$ cat src/rtl/ws2812_tx.sv
// ws2812_tx: WS2812 NRZ serialiser with a valid/ready pixel input.
// A pixel is sent as 24 bits in GRB order, MSB first. Each bit is BIT_CYC
// clocks long and starts high for T0H_CYC or T1H_CYC clocks. A frame_end
// request queues a low latch gap of RESET_CYC clocks. The gap runs once the
// pixel in flight has finished, and it takes priority over the next pixel.
// Every output is registered. Each output is computed from the next-state
// values, so it lines up with the state it describes.
module ws2812_tx #(
  parameter int T0H_CYC   = 20,
  parameter int T1H_CYC   = 40,
  parameter int BIT_CYC   = 63,
  parameter int RESET_CYC = 15000
) (
  input  logic       clk,
  input  logic       rst,
  input  logic [7:0] r_in,
  input  logic [7:0] g_in,
  input  logic [7:0] b_in,
  input  logic       pix_valid,
  output logic       pix_ready,
  input  logic       frame_end,
  output logic       led_dout,
  output logic       busy,
  output logic       frame_done
);

  // A single counter times both the bit periods and the latch gap.
  localparam int MAX_CYC = (BIT_CYC > RESET_CYC) ? BIT_CYC : RESET_CYC;
  localparam int CW      = $clog2(MAX_CYC + 1);

  localparam logic [CW-1:0] BIT_LAST   = CW'(BIT_CYC - 1);
  localparam logic [CW-1:0] RESET_LAST = CW'(RESET_CYC - 1);
  localparam logic [CW-1:0] T0H        = CW'(T0H_CYC);
  localparam logic [CW-1:0] T1H        = CW'(T1H_CYC);

  typedef enum logic [1:0] {
    IDLE  = 2'd0,
    SEND  = 2'd1,
    LATCH = 2'd2
  } state_t;

  state_t        state_reg, state_next;
  logic [23:0]   shreg_reg, shreg_next;
  logic [4:0]    bit_idx_reg, bit_idx_next;
  logic [CW-1:0] cyc_reg, cyc_next;
  logic          latch_pend_reg, latch_pend_next;
  logic          led_next, ready_next, busy_next, done_next;
  logic [CW-1:0] thigh;

  // Next state, shift register and counters, then the outputs derived from them.
  always_comb begin
    state_next      = state_reg;
    shreg_next      = shreg_reg;
    bit_idx_next    = bit_idx_reg;
    cyc_next        = cyc_reg;
    // frame_end pulses that arrive while a latch is already pending merge into it.
    latch_pend_next = latch_pend_reg | frame_end;
    done_next       = 1'b0;

    case (state_reg)
      IDLE: begin
        if (latch_pend_reg) begin
          // A pending latch wins over a waiting pixel.
          state_next      = LATCH;
          cyc_next        = '0;
          latch_pend_next = 1'b0;
        end else if (pix_valid && pix_ready) begin
          state_next   = SEND;
          shreg_next   = {g_in, r_in, b_in};
          bit_idx_next = 5'd23;
          cyc_next     = '0;
        end
      end
      SEND: begin
        if (cyc_reg == BIT_LAST) begin
          cyc_next   = '0;
          shreg_next = {shreg_reg[22:0], 1'b0};
          if (bit_idx_reg == 5'd0) begin
            state_next = IDLE;
          end else begin
            bit_idx_next = bit_idx_reg - 5'd1;
          end
        end else begin
          cyc_next = cyc_reg + 1'b1;
        end
      end
      LATCH: begin
        if (cyc_reg == RESET_LAST) begin
          state_next = IDLE;
          cyc_next   = '0;
          done_next  = 1'b1;
        end else begin
          cyc_next = cyc_reg + 1'b1;
        end
      end
      default: begin
        state_next = IDLE;
        cyc_next   = '0;
      end
    endcase

    // The high time depends on the bit that is current in the next cycle.
    thigh      = shreg_next[23] ? T1H : T0H;
    led_next   = (state_next == SEND) && (cyc_next < thigh);
    ready_next = (state_next == IDLE) && !latch_pend_next;
    busy_next  = (state_next != IDLE) || latch_pend_next;
  end

  // State and output registers. Reset forces led_dout low without waiting for a clock edge.
  always_ff @(posedge clk or posedge rst) begin
    if (rst) begin
      state_reg      <= IDLE;
      shreg_reg      <= '0;
      bit_idx_reg    <= '0;
      cyc_reg        <= '0;
      latch_pend_reg <= 1'b0;
      led_dout       <= 1'b0;
      pix_ready      <= 1'b0;
      busy           <= 1'b0;
      frame_done     <= 1'b0;
    end else begin
      state_reg      <= state_next;
      shreg_reg      <= shreg_next;
      bit_idx_reg    <= bit_idx_next;
      cyc_reg        <= cyc_next;
      latch_pend_reg <= latch_pend_next;
      led_dout       <= led_next;
      pix_ready      <= ready_next;
      busy           <= busy_next;
      frame_done     <= done_next;
    end
  end

endmodule

$ cat config.mk
export PLATFORM = sky130hd
export DESIGN_NAME = ws2812_tx
export DESIGN_NICKNAME = d
export VERILOG_FILES = /design/src/rtl/ws2812_tx.sv
export SDC_FILE = /design/constraint.sdc
export NUM_CORES = 1
export LEC_CHECK = 0
export ABC_CLOCK_PERIOD_IN_PS = 6600
export BUFFER_PORTS_ARGS = -buffer_cell sky130_fd_sc_hd__buf_2
export CAP_MARGIN = 40
export CORE_ASPECT_RATIO = 0.9
export CORE_MARGIN = 1
export CORE_UTILIZATION = 62
export CTS_BUF_LIST = sky130_fd_sc_hd__clkbuf_16
export DETAILED_ROUTE_END_ITERATION = 6
export PLACE_DENSITY = 0.95
export SLEW_MARGIN = 20
export SYNTH_ARGS = -nofsm -noshare
export SYNTH_HDL_FRONTEND = slang
export SYNTH_SLANG_ARGS = --single-unit
$ cat constraint.sdc
create_clock -name clk -period 6.6 [get_ports clk]
set_input_delay 1.32 -clock clk [delete_from_list [all_inputs] [get_ports clk]]
set_output_delay 1.32 -clock clk [all_outputs]
set_load 0.01 [all_outputs]
== Word level (Yosys, flattened, before mapping) ==
Cells that the tools add are included.

* Add/subtract/negate cells: 2
* $lt $le $gt $ge: 1
* Equal/unequal tests: 9
* Mux-type cells: 25
* Bitwise logic cells: 1
* Reduce and logical (&&, ||, !) cells: 12

{| class="wikitable"
|+ Operator list
! kind !! count
|-
| $mux W24 || 3
|-
| $mux W14 || 4
|-
| $pmux W24 S2 || 1
|-
| $pmux W14 S3 || 1
|-
| $mux W5 || 4
|-
| $add A14 B1 Y14 const B || 1
|-
| $eq A14 B14 Y1 const B || 1
|-
| $eq A14 B6 Y1 const B || 1
|-
| $lt A14 B6 Y1 || 1
|-
| $mux W2 || 5
|-
| $pmux W5 S2 || 1
|-
| $ne A2 B2 Y1 const B || 4
|-
| $mux W6 || 1
|-
| $pmux W2 S3 || 1
|-
| $logic_not A5 Y1 || 1
|-
| $reduce_and A5 Y1 || 1
|-
| $sub A5 B1 Y5 const B || 1
|-
| $eq A2 B1 Y1 const B || 2
|-
| $logic_not A2 Y1 || 2
|-
| $mux W1 || 4
|-
| $reduce_and A4 Y1 || 1
|-
| $reduce_bool A2 Y1 || 2
|-
| $logic_and A1 B1 Y1 || 3
|-
| $eq A2 B2 Y1 const B || 1
|-
| other kinds (3) || 3
|}

* Register bits: 50
* Input bits: 28
* Output and inout bits: 4
* Logic and storage cells: 60

== Depth between registers and ports, before layout ==
* Word-level depth: 7
* Mapped depth: 15
* Gate-level depth less buffers: 14

== Least setup slack after synthesis ==
Ideal clock, no wire load.

* Kind: input to register
* Start: input pix_valid
* End: register led_dout
* Library setup time: 67 ps
* Arrival: 3,237 ps
* Data required time: 6,533 ps
* Slack: 3,296 ps
* Cell stages on the path: 12
* Path buffers: 1
* Cell sequence: nand2_1 > nor3_1 > a21oi_1 > or2_1 > clkbuf_1 > a21o_1 > ha_1 > a21o_1 > a221oi_1 > nand3_1 > nor4_1 > and3_1

* Word-level cells in the longest chain between the ends: 7
* Elaborated cells on any way between the ends: 14
* Those cells by class: order compare (1); eq/ne (1); mux (10); reduce/logical (2)

{| class="wikitable"
|+ RTL lines
! what !! RTL line !! RTL
|-
| start: declaration || 19 || <nowiki>input logic pix_valid,</nowiki>
|-
| $logic_and A1 B1 Y1 || 67 || <nowiki>end else if (pix_valid && pix_ready) begin</nowiki>
|-
| $mux W24 || 67 ||
|-
| $mux W24 || 62 || <nowiki>if (latch_pend_reg) begin</nowiki>
|-
| $pmux W24 S2 || 60 || <nowiki>case (state_reg)</nowiki>
|-
| net shreg_next[23] || 43 || <nowiki>logic [23:0] shreg_reg, shreg_next;</nowiki>
|-
| $mux W6 || 103 || <nowiki>thigh = shreg_next[23] ? T1H : T0H;</nowiki>
|-
| $lt A14 B6 Y1 || 104 || <nowiki>led_next = (state_next == SEND) && (cyc_next < thigh);</nowiki>
|-
| $logic_and A1 B1 Y1 || 104 ||
|-
| net led_next || 47 || <nowiki>logic led_next, ready_next, busy_next, done_next;</nowiki>
|-
| end signal: assignment || 127 || <nowiki>led_dout <= led_next;</nowiki>
|-
| end: declaration || 22 || <nowiki>output logic led_dout,</nowiki>
|}

The timed path passes the listed nets, and every way through them passes these cells. The select of a mux whose other input is x is not followed.
A chain may end at the register's enable or synchronous reset.

== Final worst setup path ==
Ends and elaborated chain as after synthesis.

==> summary.txt <==
Layout
  • Antenna diode count: 0
  • Share of layout cells above drive strength 1: 0.161
  • Reg area: 1250 um2
  • Synth-to-Final Area Change: 11.9%
  • Area used by multi-input combinational logic: 1160 um2
  • Max FFs per register: 24
  • # fillers: 256
  • Final nets: 331

Pwr
  • Switching part of the total power: 0.206
  • Clock share of power: 0.434
  • Combinational power share: 0.028
  • Seq pwr share: 0.539
  • Maximum vdd drop: 0.180 mV
  • Psw: 117 uW
  • Internal power: 452 uW
  • Pleak: 1.40 nW
  • P per Cell Area: 201 nW/um2

Synth
  • Yosys top cell area share: 0.495
  • Ys async rst share: 1.00
  • Post-synth EDFFs: 0
  • Netlist Area Pre-Place: 2530 um2
  • Most common library cells after synthesis: 65 x nand2_1, 50 x dfrtp_1, 22 x a22oi_1
  • Top post-synthesis cells by area: dfrtp_1 50%, nand2_1 9.7%, a22oi_1 6.5%
  • Syn Inst Count: 273
  • Area leader, netlist: dfrtp_1
  • Post-Synthesis Net Count: 307
  • Ys Warns: 0
  • Post-synth cell types: 45
  • Seq/Total Area, Yosys: 0.495
  • Average size of a mapped cell: 9.26 um2
  • Synth Flop Type: dfrtp_1
  • Top-count cell post-synth: nand2_1
  • #FFs+latches synth: 50

Setup path
  • Buf+Inv Stages, Crit Path: 2
  • Arr. time, crit path: 3.95 ns
  • CP delay by family, top: simple AND/OR/NAND/NOR gates
  • Setup crit end kind: flop
  • Worst-path cell chain: buf_2 -> nand2_1 -> nor3_1 -> a21oi_1 -> or2_1 -> a21o_1 -> inv_1 -> ha_1 -> a21o_1 -> a221oi_1 -> nand3_1 -> nor4_1 -> and3_1
  • Crit path max fanout: 25
  • Slowest cell on the critical path: or2_1
  • CP Class: primary input to flop
  • Required @ worst endpoint: 6.83 ns
  • CP most frequent cell: a21o_1
  • Crit path largest cell delay: 0.67 ns
  • CP Launch Type: primary input

Global route
  • Total GRT Usage: 0.291
  • First-pass GRT wire length: 9.94 mm
  • GRT overflow: 0
  • Largest net degree at the start of global routing: 37
  • Vias in the first global route: 2106
  • Initial antenna violation count: 0

Drt
  • Final WL: 5.79 mm
  • First DRT Iteration DRCs: 281
  • ANT nets after route: 0
  • TritonRoute pass-1 iters: 6
  • Avg WL per Cell: 16.8 um
  • Remaining DRCs: 0
  • Vias: 2219
  • Vias per cell: 6.45

STA
  • Worst-Margin Slew: 0.815 ns
  • Final TNS setup: 0 ns
  • Final critical-path share of the clock period: 0.563
  • Setup WS post-layout: 2.88 ns
  • Fin. Hold Viols: 0
  • RSZ-0062 raised after global routing: no
  • Max-slew headroom: 0.456
  • Count of final max-slew check failures: 0
  • Post-route minimum period: 3.72 ns
  • Final Setup Violations: 0
  • Clock skew: 0.00646 ns
  • F_max: 269 MHz

Clock tree
  • H-Tree Level Count: 2
  • Post-CTS Setup Bufs: 0
  • Max Buffers Root-to-Sink: 2
  • CTS Hold Bufs: 0
  • Post-CTS sizing: 0
  • CTS Buf Count: 5
  • Clk sinks: 50
  • Worst-path clk slew: 0.07 ns
  • TritonCTS clock tree: built
  • Skew-Pair Late Insertion Delay: 0.29 ns
  • Root buf cell: clkbuf_16

Floorplan
  • Ports: 32
  • Cell Rows: 21
  • Die area: 4340 um2
  • Die width: 69.3 um
  • Initial Util: 0.663
  • Die height: 62.6 um
  • Floorplan core area: 3810 um2

Run
  • Max Cap Viol: 0

Placement
  • Pre-CTS WS: 2.58 ns
  • PortBufs: 31
  • HPWL Detailed: 3.89 mm
  • GPL Wtd Cong: 0.996

Status
  • Outcome: complete, no violations

Worst hold path
  • Hold Crit Class: flop to flop
path summary, 6_finish.rpt:
kind | start | to | slack (ns) | depth (start not counted)
setup / recovery | pix_valid | led_dout$_DFF_PP0_ | 2.88 | 13
hold / removal | shreg_reg[8]$_DFFE_PP0P_ | shreg_reg[8]$_DFFE_PP0P_ | 0.47 | 2
setup reg to reg | cyc_reg[0]$_DFFE_PP0P_ | led_dout$_DFF_PP0_ | 3.11 | 14
hold reg to reg | shreg_reg[8]$_DFFE_PP0P_ | shreg_reg[8]$_DFFE_PP0P_ | 0.47 | 2
max in group asynchronous | rst | cyc_reg[5]$_DFF_PP0_ | 5.13 | 3
min in group asynchronous | rst | bit_idx_reg[0]$_DFFE_PP0P_ | 0.98 | 2
power groups by stage:
stage / registers [mW] / clock network, mW / logic, mW
floorplan: 0.312 / 0 / 0.00464
global placement: 0.312 / 0 / 0.0143
detailed placement: 0.312 / 0 / 0.0160
CTS: 0.306 / 0.248 / 0.0161
global route: 0.306 / 0.264 / 0.0175
finish: 0.306 / 0.247 / 0.0157
routing by layer:
metal,track usage,up-vias,part of all wire
li1,-,1018,-
met1,0.383,1059,0.41
met2,0.455,116,0.48
met3,0.0548,26,0.073
met4,0.158,0,0.041
met5,0,-,0
kinds of logic after synthesis:
group,Yosys count,synth area share
adder cells (fa/ha/maj),6,0.0297
AO/OA/AOI/OAI,64,0.173
AND/OR/NAND/NOR,123,0.237
flip-flops,50,0.495
buffers and inverters,24,0.0451
XOR/XNOR,6,0.0208
tightest hold or removal path: stages, from the launching register on:
cell and delay [ns]:
dfrtp_1 0.34, nand2_1 0.05, nand2_1 0.05
cell usage in the layout, fill, tap and decap left out, types with 4 or more instances in the layout:
cell | netlist | final
a21o_1 | 4 | 4
a21oi_1 | 9 | 9
a22oi_1 | 22 | 22
buf_2 | 4 | 31
clkbuf_16 | 0 | 5
dfrtp_1 | 50 | 50
ha_1 | 6 | 6
inv_1 | 7 | 6
nand2_1 | 65 | 65
nand3_1 | 8 | 8
nand4_1 | 6 | 6
nor2_1 | 10 | 10
nor3_1 | 11 | 11
o21ai_0 | 12 | 12
per-stage QoR:
step	cells	utilization	power (mW)	instance area (um2)	hold slack, ns
after floorplan	273	-	0.317	2530	0.440
after global placement	335	0.700	0.326	2670	0.450
after detailed placement	336	0.705	0.328	2690	0.460
after CTS	344	0.743	0.571	2830	0.471
after global routing	344	0.743	0.588	2830	0.491
final	344	0.743	0.569	2830	0.469
final cells by class:
type,instances,share of cell area
Inverter,7,0.00929
Clock inverter,3,0.00575
Clock buffer,5,0.0442
Sequential cell,50,0.442
Tap cell,46,0.0203
Multi-Input combinational cell,199,0.411
Timing Repair Buffer,34,0.0672
Note: power is estimated with default switching activity, not from simulation.
